### src/rtl/l1_cache_pkg.sv
// Shared L1 cache parameters, refresh FSM state type and counter saturation limits.
package l1_cache_pkg;

    localparam int unsigned L1_NUM_SETS = 64;
    localparam int unsigned L1_NUM_WAYS = 4;

    localparam logic [15:0] REFRESH_CNT_MAX = 16'hFFFF;
    localparam logic [7:0]  DROP_CNT_MAX    = 8'hFF;

    typedef enum logic {
        IDLE  = 1'b0,
        ISSUE = 1'b1
    } refresh_state_t;

endpackage

### src/rtl/tick_prescaler.sv
// Periodic one-cycle tick generator for the staleness tracker.
module tick_prescaler (
    input  logic        clk,
    input  logic        rst_n,
    input  logic        enable,
    input  logic [15:0] tick_period,
    output logic        tick_en
);

    logic [15:0] r_cnt;
    logic        r_tick;
    logic        w_run;
    logic [15:0] w_last;

    assign w_run  = enable && (tick_period != '0);
    assign w_last = tick_period - 16'd1;

    // ">=" rather than "==" so a period shrunk below the current count fires immediately
    always_ff @(posedge clk) begin
        if (!rst_n) begin
            r_cnt  <= '0;
            r_tick <= 1'b0;
        end else if (!w_run) begin
            r_cnt  <= '0;
            r_tick <= 1'b0;
        end else if (r_cnt >= w_last) begin
            r_cnt  <= '0;
            r_tick <= 1'b1;
        end else begin
            r_cnt  <= r_cnt + 16'd1;
            r_tick <= 1'b0;
        end
    end

    assign tick_en = r_tick;

endmodule

### src/rtl/line_refresh_scheduler.sv
// Turns stale-line events into bounded round-robin bursts of per-line refresh
// requests, echoes accepted requests as done pulses, and drives the tracker tick.
module line_refresh_scheduler
    import l1_cache_pkg::*;
#(
    parameter int unsigned NUM_SETS   = L1_NUM_SETS,
    parameter int unsigned NUM_WAYS   = L1_NUM_WAYS,
    parameter int unsigned INDEX_BITS = $clog2(NUM_SETS),
    parameter int unsigned WAY_BITS   = (NUM_WAYS > 1) ? $clog2(NUM_WAYS) : 1
) (
    input  logic                  clk,
    input  logic                  rst_n,
    input  logic                  enable,
    input  logic [15:0]           tick_period,
    output logic                  tick_en,
    input  logic                  stale_event,
    input  logic [7:0]            refresh_budget,
    output logic                  refresh_valid,
    input  logic                  refresh_ready,
    output logic [INDEX_BITS-1:0] refresh_index,
    output logic [WAY_BITS-1:0]   refresh_way,
    output logic                  refresh_done,
    output logic [INDEX_BITS-1:0] refresh_done_index,
    output logic [WAY_BITS-1:0]   refresh_done_way,
    output logic                  busy,
    output logic [15:0]           refresh_count,
    output logic [7:0]            dropped_events
);

    localparam int unsigned TOTAL_LINES = NUM_SETS * NUM_WAYS;
    localparam int unsigned REM_BITS    = ($clog2(TOTAL_LINES + 1) > 9) ? $clog2(TOTAL_LINES + 1) : 9;

    refresh_state_t        r_state;
    logic                  r_pending;
    logic [REM_BITS-1:0]   r_remaining;
    logic [INDEX_BITS-1:0] r_set;
    logic [WAY_BITS-1:0]   r_way;
    logic                  r_valid;
    logic                  r_done;
    logic [INDEX_BITS-1:0] r_done_set;
    logic [WAY_BITS-1:0]   r_done_way;
    logic [15:0]           r_count;
    logic [7:0]            r_dropped;

    logic [REM_BITS-1:0]   w_burst_lines;
    logic                  w_accept;
    logic                  w_way_last;
    logic                  w_set_last;

    tick_prescaler u_tick_prescaler (
        .clk         (clk),
        .rst_n       (rst_n),
        .enable      (enable),
        .tick_period (tick_period),
        .tick_en     (tick_en)
    );

    assign w_burst_lines = (refresh_budget == '0) ? REM_BITS'(TOTAL_LINES) : REM_BITS'(refresh_budget);
    assign w_accept      = r_valid && refresh_ready;
    assign w_way_last    = (r_way == WAY_BITS'(NUM_WAYS - 1));
    assign w_set_last    = (r_set == INDEX_BITS'(NUM_SETS - 1));

    always_ff @(posedge clk) begin
        if (!rst_n) begin
            r_state     <= IDLE;
            r_pending   <= 1'b0;
            r_remaining <= '0;
            r_set       <= '0;
            r_way       <= '0;
            r_valid     <= 1'b0;
            r_done      <= 1'b0;
            r_done_set  <= '0;
            r_done_way  <= '0;
            r_count     <= '0;
            r_dropped   <= '0;
        end else begin
            r_done <= 1'b0;

            // An event arriving while one is already pending (even one being consumed now) is lost
            if (stale_event) begin
                if (r_pending) begin
                    if (r_dropped != DROP_CNT_MAX)
                        r_dropped <= r_dropped + 8'd1;
                end else begin
                    r_pending <= 1'b1;
                end
            end

            case (r_state)
                IDLE: begin
                    if (enable && r_pending) begin
                        r_state     <= ISSUE;
                        r_pending   <= 1'b0;
                        r_remaining <= w_burst_lines;
                        r_valid     <= 1'b1;
                    end
                end
                ISSUE: begin
                    if (w_accept) begin
                        r_done     <= 1'b1;
                        r_done_set <= r_set;
                        r_done_way <= r_way;
                        if (r_count != REFRESH_CNT_MAX)
                            r_count <= r_count + 16'd1;
                        if (w_way_last) begin
                            r_way <= '0;
                            r_set <= w_set_last ? '0 : r_set + 1'b1;
                        end else begin
                            r_way <= r_way + 1'b1;
                        end
                        r_remaining <= r_remaining - 1'b1;
                        // Dropping enable only ends the burst at an acceptance; pending survives
                        if ((r_remaining == REM_BITS'(1)) || !enable) begin
                            r_state <= IDLE;
                            r_valid <= 1'b0;
                        end
                    end
                end
                default: begin
                    r_state <= IDLE;
                    r_valid <= 1'b0;
                end
            endcase
        end
    end

    assign refresh_valid      = r_valid;
    assign refresh_index      = r_set;
    assign refresh_way        = r_way;
    assign refresh_done       = r_done;
    assign refresh_done_index = r_done_set;
    assign refresh_done_way   = r_done_way;
    assign busy               = (r_state == ISSUE);
    assign refresh_count      = r_count;
    assign dropped_events     = r_dropped;

endmodule

### config.mk
export PLATFORM = sky130hd
export DESIGN_NAME = line_refresh_scheduler
export DESIGN_NICKNAME = d
export VERILOG_FILES = /design/src/rtl/l1_cache_pkg.sv /design/src/rtl/tick_prescaler.sv /design/src/rtl/line_refresh_scheduler.sv
export SDC_FILE = /design/constraint.sdc
export NUM_CORES = 1
export LEC_CHECK = 0
export CAP_MARGIN = 5
export CORE_MARGIN = 8
export CORE_UTILIZATION = 35
export DETAILED_ROUTE_END_ITERATION = 7
export PLACE_DENSITY = 0.55
export SETUP_SLACK_MARGIN = 0.4
export SLEW_MARGIN = 20
export SYNTH_ARGS = -nofsm -noshare
export SYNTH_HDL_FRONTEND = slang
export SYNTH_SLANG_ARGS = --single-unit
### constraint.sdc
create_clock -name clk -period 5 [get_ports clk]
set_input_delay 1 -clock clk [delete_from_list [all_inputs] [get_ports clk]]
set_output_delay 1 -clock clk [all_outputs]
set_load 0.02 [all_outputs]
; Yosys cells after proc, flatten, opt, wreduce, memory -nomap -nowiden
; Cells that the tools add are included.
[word_totals]
ff_bits = 70
in_bits = 29
output_inout_bits = 44
wordCells = 67
[op_classes]
n_addsub = 7
order_cmp = 1
eq_ne = 8
n_mux = 19
n_bitwise = 3
reduce_logical = 16
[op_table]
columns = operator, n
row1 = adder 16 x 1 -> 16 bit (second input constant), 2
row2 = two-way mux 9 bit, 3
row3 = case mux 9 bit (2 select lines), 1
row4 = greater-or-equal comparator 16 bit, 1
row5 = != test 16 bit (second input constant), 1
row6 = nonzero test 16 bit, 1
row7 = subtractor 16 x 1 -> 16 bit (second input constant), 1
row8 = AND reduction 3 bit, 4
row9 = two-way mux 1 bit, 11
row10 = == test 9 x 1 -> 1 bit (second input constant), 1
row11 = subtractor 9 x 1 -> 9 bit (second input constant), 1
row12 = adder 8 x 1 -> 8 bit (second input constant), 1
row13 = zero test 8 bit, 1
row14 = != test 8 bit (second input constant), 1
row15 = AND reduction 2 bit, 4
row16 = adder 6 x 1 -> 6 bit (second input constant), 1
row17 = == test 6 bit (second input constant), 1
row18 = two-way mux 6 bit, 1
row19 = != test 2 x 1 -> 1 bit (second input constant), 2
row20 = case mux 1 bit (2 select lines), 2
row21 = logical AND 1 bit, 3
row22 = inverter 1 bit, 3
row23 = OR reduction 3 bit, 1
row24 = adder 2 x 1 -> 2 bit (second input constant), 1
row25 = other kinds (5), 5

; Depth between registers and ports, before layout
[depth]
ltp_word = 5
depth_mapped = 13

; By module
; From an unflattened synthesis, not the netlist that was laid out.
[hier_totals]
hier_cells = 468
area_unflattened_um2 = 3937.5
[modules_own_cells]
columns = module, n_inst, cells_per_inst, area_per_inst_um2
row1 = line_refresh_scheduler, 1, 312, 2578.7
row2 = tick_prescaler, 1, 156, 1358.8

; Least setup slack after synthesis
; Ideal clock, no wire load.
[synth_timing]
path_kind = input port to flip-flop
from = in tick_period[4]
to = reg u_tick_prescaler.r_cnt[10]
arrival_time_ps = 3990
t_required_ps = 4885
setup_slack_ps = 895
stages = 12
cell_sequence = or3_1 > or4_1 > nor2_1 > nand2_1 > xor2_1 > ha_1 > and3_1 > or3b_2 > or3_2 > nand4b_4 > buf_12 > nor2_2
[synth_via]
elab_chain_len = 4
[synth_lines]
columns = item, line
row1 = start: declaration, line_refresh_scheduler.sv:14  ; input logic [15:0] tick_period,
row2 = "parallel branches: the longest is 3 deep, another holds subtractor 16 x 1 -> 16 bit", -
row3 = OR reduction 3 bit (no source line) *, -
row4 = end signal: assignment, tick_prescaler.sv:30  ; r_cnt <= r_cnt + 16'd1;
row5 = end: declaration, tick_prescaler.sv:10  ; logic [15:0] r_cnt;
; Mark *: on every way between the ends.
; A chain may end at the register's enable or synchronous reset.

; Worst setup path in the final report
[layout_timing]
from = in tick_period[3]
to = reg u_tick_prescaler.r_cnt[3]
; The elaborated chain is that of the path after synthesis.

==> flow_summary.json <==
{
  "antenna_found_initial": 0,
  "worst_pin_slew_ns": 0.7656,
  "cts_resized": 0,
  "grt.total_usage_pct": 13.68,
  "power.total_mw": 1.115,
  "maxCapViolCount": 0,
  "end_kind": "flip-flop",
  "fmax_mhz": 225.0,
  "crit_fanout": 16,
  "clkTransAtPathRegs_ns": 0.07,
  "drive_gt1_share_pct": 6.704,
  "finalWeightedCongestion": 0.8392,
  "status": "finished, final reports clean",
  "dr.pass1.iters": 5,
  "syn_nets": 515,
  "start_util_pct": 35.51,
  "final_cell_mix": "72 x clkdlybuf4s50_1, 70 x dfxtp_1, 60 x nor2_1",
  "area_growth_pct": 26.88,
  "drc": 0,
  "grt_max_degree": 39,
  "critPathLaunchType": "input port",
  "whs_ns": 0.4577,
  "finalSetupViolations": 0,
  "nets": 585,
  "antenna_cells": 0,
  "die_x_um": 120.2,
  "clock_path_buffers": 2,
  "leakage_nw": 1.647,
  "synth-seq-area-share_pct": 36.89,
  "ant_nets": 0,
  "finalClockSkew_ns": 0.01131,
  "clockRootBuffer": "clkbuf_8",
  "worst_skew_pair.late_latency_ns": 0.35,
  "ir_drop_mv": 0.1086,
  "rsz0062_at_grt": "no",
  "syn-instance-count": 462,
  "drt-initial-drc-count": 110,
  "dieHeight_um": 120.2,
  "ys.warnings.count": 0,
  "die-area_mm2": 0.01444,
  "h-tree-depth": 3,
  "cts_inserted_buffers": 9,
  "synth_ff_type": "dfxtp_1",
  "cts_tree": "built",
  "port_buffers": 72,
  "yosysUniqueCellTypes": 57,
  "slew_headroom_pct": 47.64,
  "grt_pass1_wl_um": 16130,
  "hold_violations": 0,
  "num_vias": 3414,
  "wl_per_cell_um": 14.06,
  "crit_arrival_ns": 4.66,
  "hpwl_um": 6999,
  "synth_edf_count": 0,
  "via_per_inst": 5.043,
  "mostFrequentLayoutCell": "clkdlybuf4s50_1",
  "tns_ns": 0,
  "synth_area_per_cell_um2": 8.222,
  "synthTopCellsByArea": "dfxtp_1 37%, ha_1 7.9%, xnor2_1 7.1%",
  "ys_ff_latch": 70,
  "cts_setup_buffers": 0,
  "p_per_area_mw_per_mm2": 231.3,
  "yosysTopAreaCell": "dfxtp_1",
  "fillers": 1103,
  "synthArstFlopShare_pct": 0,
  "slew_violations": 0,
  "design.portCount": 73,
  "grt_overflow_total": 0,
  "fin_crit_sh_pct": 88.90,
  "required_ns": 5.22,
  "synthDominantCellAreaShare_pct": 36.89,
  "min_period_ns": 4.445,
  "wl_um": 9521,
  "path_class": "input port to flip-flop",
  "core-area_mm2": 0.01070,
  "synth_area_mm2": 0.003799,
  "ctsHoldBuffers": 0,
  "num_rows": 38,
  "worstHoldPathType": "flip-flop to flip-flop",
  "cts_sinks": 70,
  "grt_pass1_vias": 3317
}
==> path summary, 6_finish.rpt <==
path | cells after the start | start | endpoint | slack [ns]
setup / recovery | 12 | tick_period[3] | u_tick_prescaler.r_cnt[3] | 0.55
hold / removal | 2 | refresh_done_index[2] | refresh_done_index[2] | 0.46
setup reg to reg | 5 | busy | refresh_count[10] | 2.40
hold reg to reg | 2 | refresh_done_index[2] | refresh_done_index[2] | 0.46
==> registers in the layout (all words and copies together) (netlist names) <==
| register | cells |
|---|---|
| refresh_done_way | 2 |
| refresh_count | 16 |
| refresh_index | 6 |
| u_tick_prescaler.r_cnt | 16 |
| refresh_valid | 1 |
| busy | 1 |
| refresh_way | 2 |
| u_tick_prescaler.tick_en | 1 |
| refresh_done | 1 |
| refresh_done_index | 6 |
| dropped_events | 8 |
| r_remaining | 9 |
| r_pending | 1 |
==> cells in the mapped netlist, types with 10 or more instances <==
cell type,n
inv_1,17
o21ai_0,16
clkbuf_1,11
nor2_2,10
xor2_1,13
dfxtp_1,70
nor2_1,60
nor3_1,24
ha_1,24
nand2_1,43
a21oi_1,32
xnor2_1,31
nand3_1,22
==> stage by stage <==
stage,setup slack (ns),area [um^2],utilization (%),cells
2_1_floorplan,0.8952,3799,-,462
3_3_place_gp,0.2724,4633,43.31,661
3_5_place_dp,0.2084,4633,43.31,661
4_1_cts,0.5650,4813,44.99,677
5_1_grt,0.4105,4820,45.05,677
6_report,0.5549,4820,45.05,677
==> worst max-delay path: stages <==
cell and delay, ns:
clkdlybuf4s50_1 0.47, or3_1 0.40, or4_1 0.48, nor2_1 0.23, nand2_1 0.10, xor2_1 0.15
ha_1 0.29, and3_1 0.19, or3b_2 0.48, or3_2 0.52, nand4b_4 0.28, nor2_1 0.09
==> cells by family after synthesis <==
| group | Yosys count | share of synthesized area [%] |
|---|---|---|
| compound gates | 80 | 13.27 |
| xor+xnor | 44 | 10.14 |
| fa+ha+maj | 24 | 7.905 |
| buf+inv | 31 | 3.492 |
| flops | 70 | 36.89 |
| mux | 3 | 0.8235 |
| simple gates | 210 | 27.47 |
==> where the power goes <==
part | leakage [nW] | total, mW | internal, mW | switching [mW]
combinational | 0.990 | 0.117 | 0.0542 | 0.0625
clock | 0.0910 | 0.424 | 0.222 | 0.202
sequential | 0.565 | 0.574 | 0.565 | 0.00966
total | 1.65 | 1.11 | 0.841 | 0.274
==> cell type report <==
| class | instances | area [um^2] | area share, % |
|---|---|---|---|
| Clock buffer | 16 | 180.2 | 3.738 |
| Inverter | 17 | 63.81 | 1.324 |
| Multi-Input combinational cell | 361 | 2271 | 47.12 |
| Sequential cell | 70 | 1401 | 29.08 |
| Tap cell | 140 | 175.2 | 3.634 |
| Timing Repair Buffer | 73 | 728.2 | 15.11 |
==> routing by layer <==
metal	vias up	part of all wire [%]	global-route usage [%]
li1	1761	-	-
met1	1569	49	18.10
met2	76	42	19.66
met3	8	7.8	5.455
met4	0	1.2	4.918
met5	-	0	0
(Power assumes the default switching activity.)
